$ cat src/rtl/dtree_pkg.sv
// rtl/dtree_pkg.sv - shared node-format sizing, node word type and loader state encoding.
// Optional feature macro: LOAD_CHECKSUM_EN (adds the CHECK state).
package dtree_pkg;

    function automatic int node_size_f(input int features, input int coeff_w, input int bias_w);
        return 2 + features + (features - 1) * coeff_w + bias_w + 1;
    endfunction

    function automatic int bytes_per_node_f(input int node_size, input int byte_w);
        return (node_size + byte_w - 1) / byte_w;
    endfunction

    localparam int NODE_SIZE      = node_size_f(3, 2, 10);
    localparam int BYTES_PER_NODE = bytes_per_node_f(NODE_SIZE, 8);

    typedef logic [NODE_SIZE-1:0] node_word_t;

    typedef enum logic [2:0] {
        ST_IDLE     = 3'd0,
        ST_ASSEMBLE = 3'd1,
        ST_WRITE    = 3'd2,
`ifdef LOAD_CHECKSUM_EN
        ST_CHECK    = 3'd3,
`endif
        ST_DONE     = 3'd4
    } loader_state_t;

endpackage

$ cat src/rtl/node_byte_assembler.sv
// rtl/node_byte_assembler.sv - byte counter and LSB-first byte-slice writer building one node word.
module node_byte_assembler #(
    parameter int NODE_SIZE      = 20,
    parameter int BYTE_WIDTH     = 8,
    parameter int BYTES_PER_NODE = 3
) (
    input  logic                  clk,
    input  logic                  reset_n,
    input  logic                  i_clear,
    input  logic                  i_load,
    input  logic [BYTE_WIDTH-1:0] i_byte,
    output logic [NODE_SIZE-1:0]  o_word,
    output logic                  o_last
);

    localparam int CW = (BYTES_PER_NODE > 1) ? $clog2(BYTES_PER_NODE) : 1;
    localparam logic [CW-1:0] LAST_CNT = CW'(BYTES_PER_NODE - 1);

    logic [CW-1:0]        r_cnt;
    logic [NODE_SIZE-1:0] r_word;

    always_ff @(posedge clk or negedge reset_n) begin
        if (!reset_n) begin
            r_cnt  <= '0;
            r_word <= '0;
        end else begin
            if (i_clear) begin
                r_cnt <= '0;
            end else if (i_load) begin
                r_cnt <= (r_cnt == LAST_CNT) ? '0 : r_cnt + 1'b1;
            end
            // Bits of the final byte beyond NODE_SIZE have no destination and are dropped.
            if (i_load) begin
                for (int k = 0; k < BYTES_PER_NODE; k++) begin
                    for (int b = 0; b < BYTE_WIDTH; b++) begin
                        if ((k * BYTE_WIDTH + b < NODE_SIZE) && (r_cnt == CW'(k))) begin
                            r_word[k * BYTE_WIDTH + b] <= i_byte[b];
                        end
                    end
                end
            end
        end
    end

    assign o_word = r_word;
    assign o_last = (r_cnt == LAST_CNT);

endmodule

$ cat src/rtl/dtree_node_loader.sv
// rtl/dtree_node_loader.sv - streams config bytes into node words and writes them to the classifier node memory.
// Optional feature macro: LOAD_CHECKSUM_EN (XOR trailer byte check, drives err).
module dtree_node_loader
    import dtree_pkg::*;
#(
    parameter int FEATURES      = 3,
    parameter int COEFF_WIDTH   = 2,
    parameter int BIAS_WIDTH    = 10,
    parameter int MAX_CLUSTERS  = 5,
    parameter int CHANNEL_COUNT = 4,
    parameter int BYTE_WIDTH    = 8
) (
    input  logic                                              clk,
    input  logic                                              reset_n,
    input  logic                                              start,
    input  logic                                              cfg_valid,
    output logic                                              cfg_ready,
    input  logic [BYTE_WIDTH-1:0]                             cfg_data,
    output logic                                              wr_node,
    output logic [$clog2(CHANNEL_COUNT*MAX_CLUSTERS)-1:0]     node_addr,
    output logic [node_size_f(FEATURES, COEFF_WIDTH, BIAS_WIDTH)-1:0] node_data_out,
    output logic                                              busy,
    output logic                                              done,
    output logic                                              err
);

    localparam int NODE_BITS  = node_size_f(FEATURES, COEFF_WIDTH, BIAS_WIDTH);
    localparam int NODE_BYTES = bytes_per_node_f(NODE_BITS, BYTE_WIDTH);
    localparam int NODE_COUNT = CHANNEL_COUNT * MAX_CLUSTERS;
    localparam int AW         = $clog2(NODE_COUNT);
    localparam logic [AW-1:0] LAST_IDX = AW'(NODE_COUNT - 1);

    loader_state_t r_state;
    loader_state_t w_next;
    logic [AW-1:0] r_node_idx;
    logic          w_start_load;
    logic          w_hs;
    logic          w_last_byte;
    logic          w_last_node;

    assign w_start_load = start && ((r_state == ST_IDLE) || (r_state == ST_DONE));
    assign w_hs         = cfg_valid && cfg_ready;
    assign w_last_node  = (r_node_idx == LAST_IDX);

    node_byte_assembler #(
        .NODE_SIZE      (NODE_BITS),
        .BYTE_WIDTH     (BYTE_WIDTH),
        .BYTES_PER_NODE (NODE_BYTES)
    ) u_asm (
        .clk     (clk),
        .reset_n (reset_n),
        .i_clear (w_start_load || (r_state == ST_WRITE)),
        .i_load  (w_hs && (r_state == ST_ASSEMBLE)),
        .i_byte  (cfg_data),
        .o_word  (node_data_out),
        .o_last  (w_last_byte)
    );

    always_ff @(posedge clk or negedge reset_n) begin
        if (!reset_n) begin
            r_state <= ST_IDLE;
        end else begin
            r_state <= w_next;
        end
    end

    always_comb begin
        w_next = r_state;
        case (r_state)
            ST_IDLE:     if (start) w_next = ST_ASSEMBLE;
            ST_ASSEMBLE: if (cfg_valid && w_last_byte) w_next = ST_WRITE;
            ST_WRITE: begin
                if (w_last_node) begin
`ifdef LOAD_CHECKSUM_EN
                    w_next = ST_CHECK;
`else
                    w_next = ST_DONE;
`endif
                end else begin
                    w_next = ST_ASSEMBLE;
                end
            end
`ifdef LOAD_CHECKSUM_EN
            ST_CHECK:    if (cfg_valid) w_next = ST_DONE;
`endif
            ST_DONE:     if (start) w_next = ST_ASSEMBLE;
            default:     w_next = ST_IDLE;
        endcase
    end

    // The last node index is held after its write so node_addr never wraps within a load.
    always_ff @(posedge clk or negedge reset_n) begin
        if (!reset_n) begin
            r_node_idx <= '0;
        end else if (w_start_load) begin
            r_node_idx <= '0;
        end else if ((r_state == ST_WRITE) && !w_last_node) begin
            r_node_idx <= r_node_idx + 1'b1;
        end
    end

`ifdef LOAD_CHECKSUM_EN
    logic [BYTE_WIDTH-1:0] r_xor;
    logic                  r_err;

    always_ff @(posedge clk or negedge reset_n) begin
        if (!reset_n) begin
            r_xor <= '0;
            r_err <= 1'b0;
        end else if (w_start_load) begin
            r_xor <= '0;
            r_err <= 1'b0;
        end else if (w_hs && (r_state == ST_ASSEMBLE)) begin
            r_xor <= r_xor ^ cfg_data;
        end else if (w_hs && (r_state == ST_CHECK)) begin
            r_err <= (cfg_data != r_xor);
        end
    end

    assign err       = r_err;
    assign cfg_ready = (r_state == ST_ASSEMBLE) || (r_state == ST_CHECK);
    assign busy      = (r_state == ST_ASSEMBLE) || (r_state == ST_WRITE) || (r_state == ST_CHECK);
`else
    assign err       = 1'b0;
    assign cfg_ready = (r_state == ST_ASSEMBLE);
    assign busy      = (r_state == ST_ASSEMBLE) || (r_state == ST_WRITE);
`endif

    assign wr_node   = (r_state == ST_WRITE);
    assign node_addr = r_node_idx;
    assign done      = (r_state == ST_DONE);

endmodule

$ cat config.mk
export PLATFORM = sky130hd
export DESIGN_NAME = dtree_node_loader
export DESIGN_NICKNAME = d
export VERILOG_FILES = /design/src/rtl/dtree_pkg.sv /design/src/rtl/node_byte_assembler.sv /design/src/rtl/dtree_node_loader.sv
export SDC_FILE = /design/constraint.sdc
export NUM_CORES = 1
export LEC_CHECK = 0
export ABC_AREA = 1
export CAP_MARGIN = 15
export CORE_UTILIZATION = 25
export DETAILED_ROUTE_END_ITERATION = 8
export HOLD_SLACK_MARGIN = 0.03
export RECOVER_POWER = 100
export SLEW_MARGIN = 20
export SYNTH_ARGS = -nofsm -noshare
export SYNTH_HDL_FRONTEND = slang
export SYNTH_SLANG_ARGS = --single-unit
$ cat constraint.sdc
create_clock -name clk -period 1.5 [get_ports clk]
set_input_delay 0.45 -clock clk [delete_from_list [all_inputs] [get_ports clk]]
set_output_delay 0.45 -clock clk [all_outputs]
set_load 0.005 [all_outputs]
After elaboration in Yosys (flattened, before gate mapping)

Cells that the tools add are included.

Register bits after elaboration: 30
Input port bits: 12

Add/sub/neg operators: 2
Equal/unequal tests: 8
Muxes and demuxes: 9
Reductions and logical operators: 18

Operators with widths:

| kind                  | number |
|---|---|
| $mux W5               | 2 |
| $mux W3               | 3 |
| $pmux W3 S3           | 1 |
| $reduce_and A2 Y1     | 4 |
| $mux W2               | 3 |
| $add A5 B1 Y5 const B | 1 |
| $eq A5 B5 Y1 const B  | 1 |
| $logic_and A1 B1 Y1   | 5 |
| $ne A2 B1 Y1 const B  | 2 |
| $reduce_bool A2 Y1    | 2 |
| $eq A3 B1 Y1 const B  | 1 |
| $eq A3 B2 Y1 const B  | 1 |
| $eq A3 B3 Y1 const B  | 1 |
| $logic_not A3 Y1      | 1 |
| $logic_or A1 B1 Y1    | 3 |
| $add A2 B1 Y2 const B | 1 |
| $eq A2 B1 Y1 const B  | 1 |
| $eq A2 B2 Y1 const B  | 1 |
| $logic_not A2 Y1      | 1 |
| $reduce_or A2 Y1      | 1 |
| $logic_not A1 Y1      | 1 |

Logic depth before layout (Yosys ltp)

Gate-level depths: netlist (run 1).

Depth after elaboration: 5
Gate-level depth with buffers: 7
Depth with buffers taken out: 7

Hierarchy

From an unflattened synthesis (run 1), not the netlist that was laid out.

Cell total of the unflattened synthesis: 175
Area total of the unflattened synthesis: 1,441.4 um^2

Modules (own cells, without submodules):

| module              | instances | cells an instance | area an instance (um^2) | seq. area each (um^2) |
|---|---|---|---|---|
| node_byte_assembler | 1         | 103               | 930.9                   | 550.5 |
| dtree_node_loader   | 1         | 72                | 510.5                   | 200.2 |

Worst setup path before layout (run 1)

Ideal clock, no wire load.

Kind: register -> register
Start point: reg r_node_idx[0], in the netlist node_addr[0]
End point: reg r_node_idx[4], in the netlist node_addr[4]
Library setup time: 0.117 ns
Data arrival time: 1.037 ns
Setup slack: 0.347 ns
Stages on the path, launching flop included: 7
Path buffers: 0
Cell sequence: dfrtp_1 > ha_1 > nand3_1 > nand2_2 > nand2_1 > nand2_1 > nand2_1

Cells in the longest elaborated chain, start to end: 4
Elaborated cells between the ends (all ways): 7
Classes of those cells: 1 x add/sub; 1 x eq/ne; 2 x mux; 3 x reduce/logical

RTL lines:

| element                                               | RTL line                | source |
|---|---|---|
| from (decl)                                           | dtree_node_loader.sv:35 | `logic [AW-1:0] r_node_idx;` |
| from (signal assigned)                                | dtree_node_loader.sv:98 | `r_node_idx <= r_node_idx + 1'b1;` |
| branches (longest 4 deep; another with $add A5 B1 Y5) | --                      |  |

Several ways; the timed one is not identified. The select of a mux whose other input is x is not followed.
A chain may end at the register's enable or synchronous reset.

Worst setup path after layout (run 1)

Start point: reg r_state[0]
End point: out wr_node

Cells in the longest elaborated chain, start to end: 1

RTL lines:

| element                | RTL line                 | source |
|---|---|---|
| from (decl)            | dtree_node_loader.sv:33  | `loader_state_t r_state;` |
| from (signal assigned) | dtree_node_loader.sv:63  | `r_state <= w_next;` |
| $eq A3 B2 Y1           | dtree_node_loader.sv:129 | `assign wr_node = (r_state == ST_WRITE);` |
| to (decl)              | dtree_node_loader.sv:19  | `output logic wr_node,` |

Every way passes these cells.

==> results of run 1 <==
-- through the flow --
stage	std cells	power, µW	setup TNS (ns)
after floorplan	167	2060	0
after global placement	290	3040	-1.75
after detailed placement	290	3070	-2.24
after CTS	312	3720	-0.240
after global routing	315	4180	-1.24
final	315	3860	-0.651
-- placed cells by master, fill, tap and decap left out, types with 2 or more instances in the layout --
cell / count
dlygate4sd2_1: 25
nor2_2: 5
nor2_1: 2
inv_1: 5
nand3_1: 27
clkbuf_8: 6
nand2_1: 65
nand2_2: 4
nand4_1: 2
buf_6: 9
inv_2: 5
clkinv_2: 2
dfrtp_1: 29
buf_2: 4
nor2_4: 2
nand2_4: 4
clkdlybuf4s50_1: 10
buf_4: 22
nand3_4: 2
-- sequential cells by signal, summed over array words and instances (netlist names) --
name,cells
r_state,3
u_asm.r_cnt,2
node_addr,5
u_asm.o_word,20
-- worst min path at each step --
stage | start | endpoint | slack, ns | cells past startpoint
2_1_floorplan | reset_n | node_addr[0] | 0.15 | 0
3_3_place_gp | u_asm.o_word[0] | u_asm.o_word[0] | 0.46 | 2
3_5_place_dp | u_asm.o_word[9] | u_asm.o_word[9] | 0.46 | 2
4_1_cts | u_asm.o_word[9] | u_asm.o_word[9] | 0.47 | 2
5_1_grt | u_asm.o_word[6] | u_asm.o_word[6] | 0.51 | 2
6_report | u_asm.o_word[9] | u_asm.o_word[9] | 0.47 | 2
-- metal layers --
metal / vias up / part of all wire
li1: 675 / -
met1: 636 / 0.43
met2: 30 / 0.51
met3: 4 / 0.051
met4: 0 / 0.0077
met5: - / 0
-- cells by family after synthesis --
logic type    count (synthesis)  share of synthesized area
simple gates                118                      0.388
buf+inv                      16                     0.0556
fa+ha+maj                     1                    0.00897
other cells                   1                    0.00269
xor+xnor                      1                    0.00628
flops                        30                      0.538
-- area by class of cell --
type | instances | area [µm²]
clock buffers | 7 | 86.3
clock inverters | 1 | 5.00
fillers | 550 | 2970
inverters | 12 | 48.8
multi-input cells | 122 | 654
flip-flops and latches | 30 | 752
well taps | 70 | 87.6
repair buffers | 73 | 636
-- repair_timing --
action                                 CTS  global route
cloned                                   0             2
resized for setup                       55            22
pin swaps                                4             7
setup endpoints to repair               29            31
endpoints found under the hold margin    0             0
buffers inserted                        17             4
hold buffers                             0             0
-- critical path, delay by kind of cell (launching register included) --
kind | cells | cell delay [ns]
buffers and inverters | 4 | 0.39
AND/OR/NAND/NOR | 1 | 0.11
flip-flops | 1 | 0.41
-- power breakdown --
group / total (µW) / switching [µW] / internal, µW
registers: 1320 / 188 / 1130
clock network: 664 / 295 / 370
logic: 1870 / 915 / 957
==> key figures, run 1 <==
Worst setup path
  – Critical path origin: r_state[0]
  – Origin of the critical flop-to-flop path: r_state[0]
  – Worst path cell trace: inv_1, nand3_4, buf_6, inv_2, buf_2
  – Slowest cell on the critical path: dfrtp_1
  – Critical path type: flip-flop to output pin
  – Critical Path Start Type: flip-flop
  – Critical Path End: wr_node
  – FF-to-FF path depth: 10
  – Slowest stage delay, CP: 0.41 ns
  – Critical Path AT: 1.18 ns
  – RR Endpoint: node_addr[3]
  – Worst R2R Setup Slack: -0.06 ns
  – Critical path endpoint category: output pin
  – Peak fanout along the critical path: 3
  – Worst path required time: 1.05 ns

STA
  – Max-slew violations: 0
  – Fin crit share: 1.09
  – Highest Clock Rate: between 600 and 700 MHz
  – Max_slew headroom: 0.489
  – Setup Viol. Count Final: 9
  – Final Hold Viols: 0
  – Hold WS: 0.468 ns
  – RSZ-0062 raised after global routing: yes
  – Final worst slack: -0.130 ns
  – Worst-Margin Slew: roughly 0.77 ns
  – Clock Skew: 0.00436 ns
  – Min cycle time layout: 1.63 ns

Floorplanning
  – Initial core utilization: 0.266
  – DIE HEIGHT: 76.7 µm
  – I/O pins: 42
  – CORE AREA: 0.00524 mm²
  – FP Rows: 26
  – Die W: approximately 77 µm
  – Die ar.: approximately 0.0059 mm²

Global routing
  – Top Usage Layer GRT: met2
  – GRT Resource Usage Total: 0.138
  – Number of global-route vias before repair: about 1,400
  – Grt ovf: 0
  – Met3 usage: 0.0381
  – First-pass GRT wire length: roughly 6300 µm
  – Grt met2 use: 0.238
  – Met1 Resource Use GR: 0.161
  – Initial antenna violation count: 0
  – Pin count of the biggest net entering global routing: 31

Routing
  – Vias per cell: 4.27
  – Routed len/inst: around 12 µm
  – Routed vias: 1,345
  – Initial drt markers: 42
  – Drt drc: 0
  – Routed Antenna Nets: 0
  – Drt total wl: 3780 µm
  – Drt pass-1 iters: 4

Clock network
  – Root Driver: clkbuf_8
  – Clk Latency, worst-skew pair: between 0.2 and 0.3 ns
  – Clk buf depth: 2
  – CTS buffer count: 5
  – Clk slew on worst S/H paths: 0.06 ns
  – CTS tree: done
  – Clock Sinks: 30
  – H-tree levels: 2

Power
  – Pleak: between 0.001 and 0.0015 µW
  – Worst VDD drop: about 720 µV
  – PD cells: around 1700 mW/mm²

Synthesis
  – Ys async rst share: 1.00
  – Post-synthesis sequential area ratio: 0.538
  – Area leader, netlist: dfrtp_1
  – FF+latch count, synth: 30
  – Syn. warnings: 0
  – Synth top area share: 0.538
  – Post-synth top cells: 70 x nand2_1, 30 x dfrtp_1, 28 x nand3_1
  – Syn Area/Cell: 8.35 µm²
  – Top post-synthesis cells by area: dfrtp_1 54%, nand2_1 19%, nand3_1 10%, inv_1 2.7%, nor2_1 1.9%
  – Post-synth cell types: 22
  – Post-synth EDFFs: 0
  – Cells after Synth: around 170
  – Most common cell in the netlist: nand2_1
  – Syn Nets: 180
  – Post-synth top flop: dfrtp_1
  – Post-Syn Area: 0.00140 mm²

Run status
  – Status: complete, but fails checks
  – Failing checks: setup timing

Job
  – Max Cap Violations: 0

Placement
  – Place WS: -0.119 ns
  – Port bufs: 40
  – Cell Area, Placed: 0.00199 mm²
  – Final HPWL DP: approximately 2500 µm
  – GP Congestion: 0.741

Layout
  – Final Cell Area: about 0.0023 mm²
  – Layout cell share with drive strength beyond 1: 0.302
  – N_diodes: 0
  – Layout net count: 257
  – Final core occ: 0.433
  – P&R area growth vs syn: 62.7%

Worst hold path
  – HP Class: flip-flop to flip-flop
No activity file was read; power rests on OpenSTA's default activity.
==> run 2, diff against run 1 <==
- CTS_CLUSTER_SIZE: not set -> 12
- SLEW_MARGIN: 20 -> not set
==> results of run 2 <==
No change in the layout: final DEF, timing and power equal those of run 1.
